<file path="config.mk">
export PLATFORM = sky130hd
export DESIGN_NAME = serial_add_sub_flat
export DESIGN_NICKNAME = d
export VERILOG_FILES = /design/src/rtl/serial_add_sub_pkg.sv /design/src/rtl/serial_add_sub_if.sv /design/src/rtl/serial_add_sub_digit_adder.sv /design/src/rtl/serial_add_sub.sv /design/src/flat_wrapper.sv
export SDC_FILE = /design/constraint.sdc
export NUM_CORES = 1
export LEC_CHECK = 0
export ABC_CLOCK_PERIOD_IN_PS = 3860
export CORE_MARGIN = 2
export CORE_UTILIZATION = 54
export DETAILED_ROUTE_END_ITERATION = 12
export GPL_ROUTABILITY_DRIVEN = 1
export MAX_ROUTING_LAYER = met4
export PLACE_DENSITY = 0.88
export SYNTH_ARGS = -nofsm -noshare
export SYNTH_HDL_FRONTEND = slang
export SYNTH_HIERARCHICAL = 1
export SYNTH_SLANG_ARGS = --single-unit
</file>
<file path="constraint.sdc">
create_clock -name i_clk -period 3.86 [get_ports i_clk]
set_clock_uncertainty 0.15 [all_clocks]
set_input_delay 0.579 -clock i_clk [delete_from_list [all_inputs] [get_ports i_clk]]
set_output_delay 0.579 -clock i_clk [all_outputs]
set_load 0.05 [all_outputs]
</file>
<file path="src/rtl/serial_add_sub_pkg.sv">
// Shared types and helpers for the digit-serial adder/subtractor.
package serial_add_sub_pkg;

  // Control FSM states
  typedef enum logic [1:0] {
    StIdle = 2'd0,
    StRun  = 2'd1,
    StDone = 2'd2
  } state_e;

  // Digit counter width: clog2 of the digit count, never below one bit
  function automatic int unsigned cnt_width(input int unsigned n);
    return (n < 2) ? 1 : $clog2(n);
  endfunction

endpackage

</file>
<file path="src/rtl/serial_add_sub_if.sv">
// Request/result bundle between a requester (master) and the serial adder (slave).
interface serial_add_sub_if #(
  parameter int unsigned WIDTH = 8
);
  logic             start;
  logic             sub;
  logic [WIDTH-1:0] a;
  logic [WIDTH-1:0] b;
  logic             ci;
  logic             busy;
  logic             done;
  logic [WIDTH-1:0] s;
  logic             co;
  logic             ovf;

  modport master (
    output start, sub, a, b, ci,
    input  busy, done, s, co, ovf
  );

  modport slave (
    input  start, sub, a, b, ci,
    output busy, done, s, co, ovf
  );
endinterface

</file>
<file path="src/rtl/serial_add_sub_digit_adder.sv">
// Combinational ripple-carry adder for one DIGIT-bit slice.
module serial_add_sub_digit_adder #(
  parameter int unsigned DIGIT = 1
) (
  input  logic [DIGIT-1:0] i_x,
  input  logic [DIGIT-1:0] i_y,
  input  logic             i_cin,
  output logic [DIGIT-1:0] o_sum,
  output logic             o_cout,
  output logic             o_cmsb
);

  logic [DIGIT:0] w_c;

  // Ripple chain of full-adder cells; w_c[i] is the carry into bit i
  always_comb begin
    w_c    = '0;
    o_sum  = '0;
    w_c[0] = i_cin;
    for (int i = 0; i < DIGIT; i++) begin
      o_sum[i]  = i_x[i] ^ i_y[i] ^ w_c[i];
      w_c[i+1]  = (i_x[i] & i_y[i]) | (w_c[i] & (i_x[i] ^ i_y[i]));
    end
  end

  assign o_cout = w_c[DIGIT];
  // Carry into the slice's top bit; on the final digit this is the carry into the MSB
  assign o_cmsb = w_c[DIGIT-1];

endmodule

</file>
<file path="src/rtl/serial_add_sub.sv">
// Digit-serial two's-complement adder/subtractor with start/busy/done handshake.
module serial_add_sub
  import serial_add_sub_pkg::*;
#(
  parameter int unsigned WIDTH = 8,
  parameter int unsigned DIGIT = 1
) (
  input  logic            i_clk,
  input  logic            i_rst,
  serial_add_sub_if.slave io_bus
);

  localparam int unsigned N  = WIDTH / DIGIT;
  localparam int unsigned CW = cnt_width(N);

  if ((WIDTH % DIGIT) != 0 || WIDTH < 2) begin : g_bad_params
    $error("serial_add_sub: WIDTH must be >= 2 and a multiple of DIGIT");
  end

  state_e                 r_state, w_state_next;
  logic [CW-1:0]          r_cnt;
  logic [WIDTH-1:0]       r_a_sh, r_b_sh, r_s_sh, r_s;
  logic                   r_carry, r_co, r_ovf;
  logic                   w_accept, w_last;
  logic [DIGIT-1:0]       w_sum;
  logic                   w_cout, w_cmsb;
  logic [WIDTH+DIGIT-1:0] w_s_cat;
  logic [WIDTH-1:0]       w_s_next;

  assign w_accept = io_bus.start && (r_state == StIdle || r_state == StDone);
  assign w_last   = (r_state == StRun) && (r_cnt == CW'(N - 1));

  // New digit enters at the top, previous digits move down
  assign w_s_cat  = {w_sum, r_s_sh};
  assign w_s_next = WIDTH'(w_s_cat >> DIGIT);

  serial_add_sub_digit_adder #(
    .DIGIT (DIGIT)
  ) u_digit_adder (
    .i_x    (r_a_sh[DIGIT-1:0]),
    .i_y    (r_b_sh[DIGIT-1:0]),
    .i_cin  (r_carry),
    .o_sum  (w_sum),
    .o_cout (w_cout),
    .o_cmsb (w_cmsb)
  );

  // FSM state register
  always_ff @(posedge i_clk) begin
    if (i_rst) r_state <= StIdle;
    else       r_state <= w_state_next;
  end

  // FSM next-state logic
  always_comb begin
    w_state_next = r_state;
    unique case (r_state)
      StIdle:  if (io_bus.start) w_state_next = StRun;
      StRun:   if (w_last) w_state_next = StDone;
      StDone:  w_state_next = io_bus.start ? StRun : StIdle;
      default: w_state_next = StIdle;
    endcase
  end

  // FSM and result outputs
  always_comb begin
    io_bus.busy = (r_state == StRun);
    io_bus.done = (r_state == StDone);
    io_bus.s    = r_s;
    io_bus.co   = r_co;
    io_bus.ovf  = r_ovf;
  end

  // Operand load, digit shifting and result capture
  always_ff @(posedge i_clk) begin
    if (i_rst) begin
      r_cnt   <= '0;
      r_a_sh  <= '0;
      r_b_sh  <= '0;
      r_s_sh  <= '0;
      r_carry <= 1'b0;
      r_s     <= '0;
      r_co    <= 1'b0;
      r_ovf   <= 1'b0;
    end else if (w_accept) begin
      // Subtraction as a + ~b + 1; ci then acts as a borrow that cancels the +1
      r_a_sh  <= io_bus.a;
      r_b_sh  <= io_bus.sub ? ~io_bus.b : io_bus.b;
      r_carry <= io_bus.ci ^ io_bus.sub;
      r_cnt   <= '0;
    end else if (r_state == StRun) begin
      r_a_sh  <= r_a_sh >> DIGIT;
      r_b_sh  <= r_b_sh >> DIGIT;
      r_s_sh  <= w_s_next;
      r_carry <= w_cout;
      r_cnt   <= r_cnt + 1'b1;
      if (w_last) begin
        r_s   <= w_s_next;
        r_co  <= w_cout;
        r_ovf <= w_cmsb ^ w_cout;
      end
    end
  end

endmodule

</file>
<file path="src/flat_wrapper.sv">
// flat-port wrapper written by rule: the top's interface ports become plain ports
module serial_add_sub_flat import serial_add_sub_pkg::*;
#(
  parameter int unsigned WIDTH = 8,
  parameter int unsigned DIGIT = 1
)
  (i_clk, i_rst, io_bus_start, io_bus_sub, io_bus_a, io_bus_b, io_bus_ci, io_bus_busy, io_bus_done, io_bus_s, io_bus_co, io_bus_ovf);
  serial_add_sub_if #(.WIDTH(WIDTH)) io_bus_i ();
  input  logic i_clk;
  input  logic i_rst;
  input wire logic [$bits(io_bus_i.start)-1:0] io_bus_start;
  input wire logic [$bits(io_bus_i.sub)-1:0] io_bus_sub;
  input wire logic [$bits(io_bus_i.a)-1:0] io_bus_a;
  input wire logic [$bits(io_bus_i.b)-1:0] io_bus_b;
  input wire logic [$bits(io_bus_i.ci)-1:0] io_bus_ci;
  output wire logic [$bits(io_bus_i.busy)-1:0] io_bus_busy;
  output wire logic [$bits(io_bus_i.done)-1:0] io_bus_done;
  output wire logic [$bits(io_bus_i.s)-1:0] io_bus_s;
  output wire logic [$bits(io_bus_i.co)-1:0] io_bus_co;
  output wire logic [$bits(io_bus_i.ovf)-1:0] io_bus_ovf;
  assign io_bus_i.start = io_bus_start;
  assign io_bus_i.sub = io_bus_sub;
  assign io_bus_i.a = io_bus_a;
  assign io_bus_i.b = io_bus_b;
  assign io_bus_i.ci = io_bus_ci;
  assign io_bus_busy = io_bus_i.busy;
  assign io_bus_done = io_bus_i.done;
  assign io_bus_s = io_bus_i.s;
  assign io_bus_co = io_bus_i.co;
  assign io_bus_ovf = io_bus_i.ovf;
  serial_add_sub #(.WIDTH(WIDTH), .DIGIT(DIGIT)) u_core (.i_clk(i_clk), .i_rst(i_rst), .io_bus(io_bus_i));
endmodule
</file>
==> flow_summary.html <==
<table>
<tr><th>Metric</th><th>Value</th></tr>
<tr><th colspan="2">Global route</th></tr>
<tr><td>Total GRT Usage</td><td>22.2%</td></tr>
<tr><td>Number of global-route vias before repair</td><td>1380</td></tr>
<tr><td>Largest net degree at the start of global routing</td><td>28</td></tr>
<tr><td>Overflow left after global routing</td><td>0</td></tr>
<tr><td>Number of antenna violations at the first check in global routing</td><td>0</td></tr>
<tr><td>Global-route wire length before repair</td><td>about 5.7 mm</td></tr>
<tr><th colspan="2">Clocking</th></tr>
<tr><td>Clock network latency to the later pin of the worst-skew pair</td><td>0.34 ns</td></tr>
<tr><td>Number of buffers inserted for hold repair after clock tree synthesis</td><td>0</td></tr>
<tr><td>Number of levels in the clock H-tree</td><td>2</td></tr>
<tr><td>Count of instances resized after the clock tree is built</td><td>0</td></tr>
<tr><td>Buffer cell driving the clock tree root</td><td>clkbuf_4</td></tr>
<tr><td>Number of buffers added by the clock tree synthesis step</td><td>5</td></tr>
<tr><td>Total setup buffers inserted after CTS</td><td>0</td></tr>
<tr><td>Clock tree buffer depth</td><td>2</td></tr>
<tr><td>Number of clock sinks seen by CTS</td><td>39</td></tr>
<tr><td>Clk pin slew, worst setup/hold paths</td><td>between 0.1 and 0.15 ns</td></tr>
<tr><td>TritonCTS clock tree</td><td>yes</td></tr>
<tr><th colspan="2">Floorplan</th></tr>
<tr><td>Die extent in y</td><td>roughly 59 um</td></tr>
<tr><td>Total Die Area</td><td>roughly 3500 um2</td></tr>
<tr><td>Core Area</td><td>between 2000 and 3000 um2</td></tr>
<tr><td>IO Pins</td><td>33</td></tr>
<tr><td>Die W</td><td>just under 60 um</td></tr>
<tr><td>Initial cell density of the core</td><td>about 58%</td></tr>
<tr><td>Total number of placement rows</td><td>19</td></tr>
<tr><th colspan="2">Worst setup path</th></tr>
<tr><td>Critical Path Source Type</td><td>flip-flop</td></tr>
<tr><td>Maximum net fanout on the critical path</td><td>27</td></tr>
<tr><td>Cell-by-cell trace of the critical path</td><td>nand2b_1, buf_4, inv_6, clkdlybuf4s50_1</td></tr>
<tr><td>Slowest-stage cell, CP</td><td>clkdlybuf4s50_1</td></tr>
<tr><td>Logic depth of the worst register-to-register path</td><td>3</td></tr>
<tr><td>Critical Path End Type</td><td>primary output</td></tr>
<tr><td>Largest stage delay on the critical path</td><td>approximately 0.83 ns</td></tr>
<tr><td>CP delay by family, top</td><td>buffers and inverters</td></tr>
<tr><td>Crit path kind</td><td>flip-flop to primary output</td></tr>
<tr><td>Data required, critical path</td><td>between 3 and 4 ns</td></tr>
<tr><td>Bufs and invs on worst path</td><td>3</td></tr>
<tr><td>Arrival time of the worst setup path</td><td>about 2.1 ns</td></tr>
<tr><td>Logic depth of the worst setup path including buffers</td><td>4</td></tr>
<tr><th colspan="2">Routing</th></tr>
<tr><td>Final Routed Wirelength</td><td>approximately 3.4 mm</td></tr>
<tr><td>DRC violation total after the first TritonRoute iteration</td><td>82</td></tr>
<tr><td>Average detailed-routed wire length per instance</td><td>approximately 14 um</td></tr>
<tr><td>Post-route antenna net violation count</td><td>0</td></tr>
<tr><td>Number of vias in the routed layout</td><td>about 1400</td></tr>
<tr><td>Initial DRT Pass Iterations</td><td>4</td></tr>
<tr><td>DRC viols</td><td>0</td></tr>
<tr><td>Detailed-route vias per instance</td><td>between 5 and 6</td></tr>
<tr><th colspan="2">Place</th></tr>
<tr><td>Total of buffers placed on input and output ports</td><td>32</td></tr>
<tr><td>Instance area after placement</td><td>~1900 um2</td></tr>
<tr><td>Post-detail-place hpwl</td><td>~2.4 mm</td></tr>
<tr><td>GPL Wtd Cong</td><td>just under 0.8</td></tr>
<tr><th colspan="2">Layout</th></tr>
<tr><td>Number of nets at the end of the flow</td><td>between 200 and 250</td></tr>
<tr><td>Antenna diode count</td><td>0</td></tr>
<tr><td>Area used by sequential logic in the layout</td><td>781 um2</td></tr>
<tr><td>Fraction of final layout cells with drive strength greater than 1</td><td>between 5 and 6%</td></tr>
<tr><td>Area used by multi-input combinational logic</td><td>738 um2</td></tr>
<tr><td>Fillcell total</td><td>roughly 230</td></tr>
<tr><td>Area growth, synth to finish</td><td>24.1%</td></tr>
<tr><td>Final cell area excluding filler cells</td><td>2010 um2</td></tr>
<tr><th colspan="2">STA</th></tr>
<tr><td>Worst-margin pin slew</td><td>around 0.9 ns</td></tr>
<tr><td>Number of setup violations in the final report</td><td>0</td></tr>
<tr><td>Maximum clock frequency</td><td>about 0.36 GHz</td></tr>
<tr><td>Fin. max-slew vios</td><td>0</td></tr>
<tr><td>Post-Route Setup TNS</td><td>0 ns</td></tr>
<tr><td>Hold violation count in the final report</td><td>0</td></tr>
<tr><td>RSZ-0062 raised after global routing</td><td>no</td></tr>
<tr><td>Ratio of final minimum period to clock period</td><td>72.6%</td></tr>
<tr><td>Max transition margin</td><td>roughly two fifths</td></tr>
<tr><td>Final min period</td><td>~2.8 ns</td></tr>
<tr><th colspan="2">Worst hold path</th></tr>
<tr><td>Depth of the worst hold-timing path</td><td>2</td></tr>
<tr><td>Type of the most critical hold path</td><td>flip-flop to flip-flop</td></tr>
<tr><th colspan="2">Power</th></tr>
<tr><td>Peak supply drop</td><td>between 0.2 and 0.3 mV</td></tr>
<tr><td>Internal cell power</td><td>around 680 uW</td></tr>
<tr><td>Switching part of the total</td><td>a little under a quarter</td></tr>
<tr><td>Proportion of power drawn by the clock network</td><td>37.6%</td></tr>
<tr><td>Net switching component of the power</td><td>around 200 uW</td></tr>
<tr><td>Power density cells</td><td>437 nW/um2</td></tr>
<tr><td>Leakage power figure</td><td>roughly 0.00073 uW</td></tr>
<tr><td>Comb power frac</td><td>12.9%</td></tr>
<tr><td>Relative contribution of sequential cells to total power</td><td>between 40% and 50%</td></tr>
<tr><th colspan="2">Synthesis</th></tr>
<tr><td>Library cells used by synthesis</td><td>27</td></tr>
<tr><td>Top cell types by occurrence after synthesis</td><td>dfxtp_1, nand2_1, a21oi_1, nor3_1, xor2_1</td></tr>
<tr><td>Total of warnings raised by yosys</td><td>6</td></tr>
<tr><td>Syn Nets</td><td>211</td></tr>
<tr><td>FF+latch count, synth</td><td>39</td></tr>
<tr><td>Register area share after synthesis</td><td>approximately half</td></tr>
<tr><td>Synthesized instance count</td><td>approximately 190</td></tr>
<tr><td>EDFF count, synth</td><td>0</td></tr>
<tr><td>Post-Syn Area per Cell</td><td>between 8 and 9 um2</td></tr>
<tr><td>Dominant register cell in the synthesized netlist</td><td>dfxtp_1</td></tr>
<tr><td>Cell area after synthesis</td><td>around 1600 um2</td></tr>
<tr><td>Cell type contributing the most total cell area after synthesis</td><td>dfxtp_1</td></tr>
<tr><td>Share of Yosys cell area claimed by the top area cell type</td><td>48.2%</td></tr>
<tr><td>Top area cells in the synthesized netlist</td><td>dfxtp_1, nand2_1, a21oi_1</td></tr>
<tr><td>Proportion of register bits with asynchronous set or reset after synthesis</td><td>0%</td></tr>
<tr><th colspan="2">Run status</th></tr>
<tr><td>Result of the run</td><td>complete, no violations</td></tr>
<tr><th colspan="2">Run</th></tr>
<tr><td>Maximum Capacitance Violations</td><td>0</td></tr>
</table>
## final cells by class
| cell class | instances | area share [%] |
|---|---|---|
| multi-input cells | 131 | 36.7 |
| inverters | 1 | 0.436 |
| clock inverters | 2 | 2.99 |
| repair buffers | 35 | 17.1 |
| flip-flops and latches | 39 | 38.8 |
| well taps | 31 | 1.93 |
| clock buffers | 6 | 2.05 |
## metal layers
| layer | up-vias | global-route usage, % | routed length (um) |
|---|---|---|---|
| li1 | 692 | - | - |
| met1 | 632 | 22.7 | 1320 |
| met4 | 0 | 10.1 | 27 |
| met5 | - | - | 0 |
| met2 | 56 | 39.4 | 1820 |
| met3 | 4 | 5.71 | 213 |
## through the flow
stage                     instances  total power (uW)  hold slack [ns]  setup WS (ns)  util, %
after floorplan                 187               523            0.282           2.09        -
after global placement          237               550            0.293           1.46     68.1
after detailed placement        237               556            0.297           1.44     68.1
after CTS                       245               888            0.313           1.04     71.7
after global routing            245               915            0.335          0.953     71.7
final                           245               879            0.312           1.06     71.7
## worst min-delay path, delay by kind of cell, from the launching register on
| kind | cells | cell delay [ns] |
|---|---|---|
| AOI/OAI and AO/OA | 1 | 0.05 |
| and+or+nand+nor | 1 | 0.05 |
| DFF | 1 | 0.33 |
## power groups by stage
stage	clock, uW	combinational, uW	sequential, uW
after detailed placement	0	112	444
after CTS	340	113	435
final	331	113	436
after floorplan	0	82.9	441
after global routing	353	124	438
after global placement	0	108	443
## state kept, by name, indices dropped and copies added, names as in the netlist
name	count
u_core/io_bus.s	8
u_core/r_a_sh	8
u_core/r_b_sh	8
u_core/r_s_sh	7
u_core/r_cnt	3
u_core/r_state	2
u_core/io_bus.co	1
u_core/io_bus.ovf	1
u_core/r_carry	1
## cells in the final DEF (no fill, tap or decap), drive strengths merged
cell type,count
a22oi,4
nand2,39
o22ai,8
o21a,1
xor2,9
nor3,20
nor2,6
a21oi,21
nor2b,2
nand3b,1
fa,1
xnor2,2
bufinv,2
clkdlybuf4s50,32
a311oi,3
inv,1
mux2i,3
a211oi,1
nand2b,2
buf,3
ha,2
clkbuf,6
and3b,1
nand3,5
dfxtp,39
## worst paths after layout
| kind | startpoint | endpoint | slack (ns) |
|---|---|---|---|
| max | u_core/r_state[0] | io_bus_busy | 1.06 |
| min | u_core/io_bus.s[2] | u_core/io_bus.s[2] | 0.31 |
| max reg2reg | u_core/r_state[0] | u_core/r_b_sh[5] | 2.18 |
| min reg2reg | u_core/io_bus.s[2] | u_core/io_bus.s[2] | 0.31 |
## logic make-up (layout without fill, tap and decap cells)
group,Yosys count,count (layout),share of synthesized area [%]
and+or+nand+nor,76,76,21.0
xor gates and xnor gates,11,11,5.95
muxes,3,3,1.85
DFF,39,39,48.2
buffers and inverters,17,44,6.25
adders and majority gates,3,3,2.78
AOI/OAI and AO/OA,38,38,14.0
No activity file was read; power rests on OpenSTA's default activity.
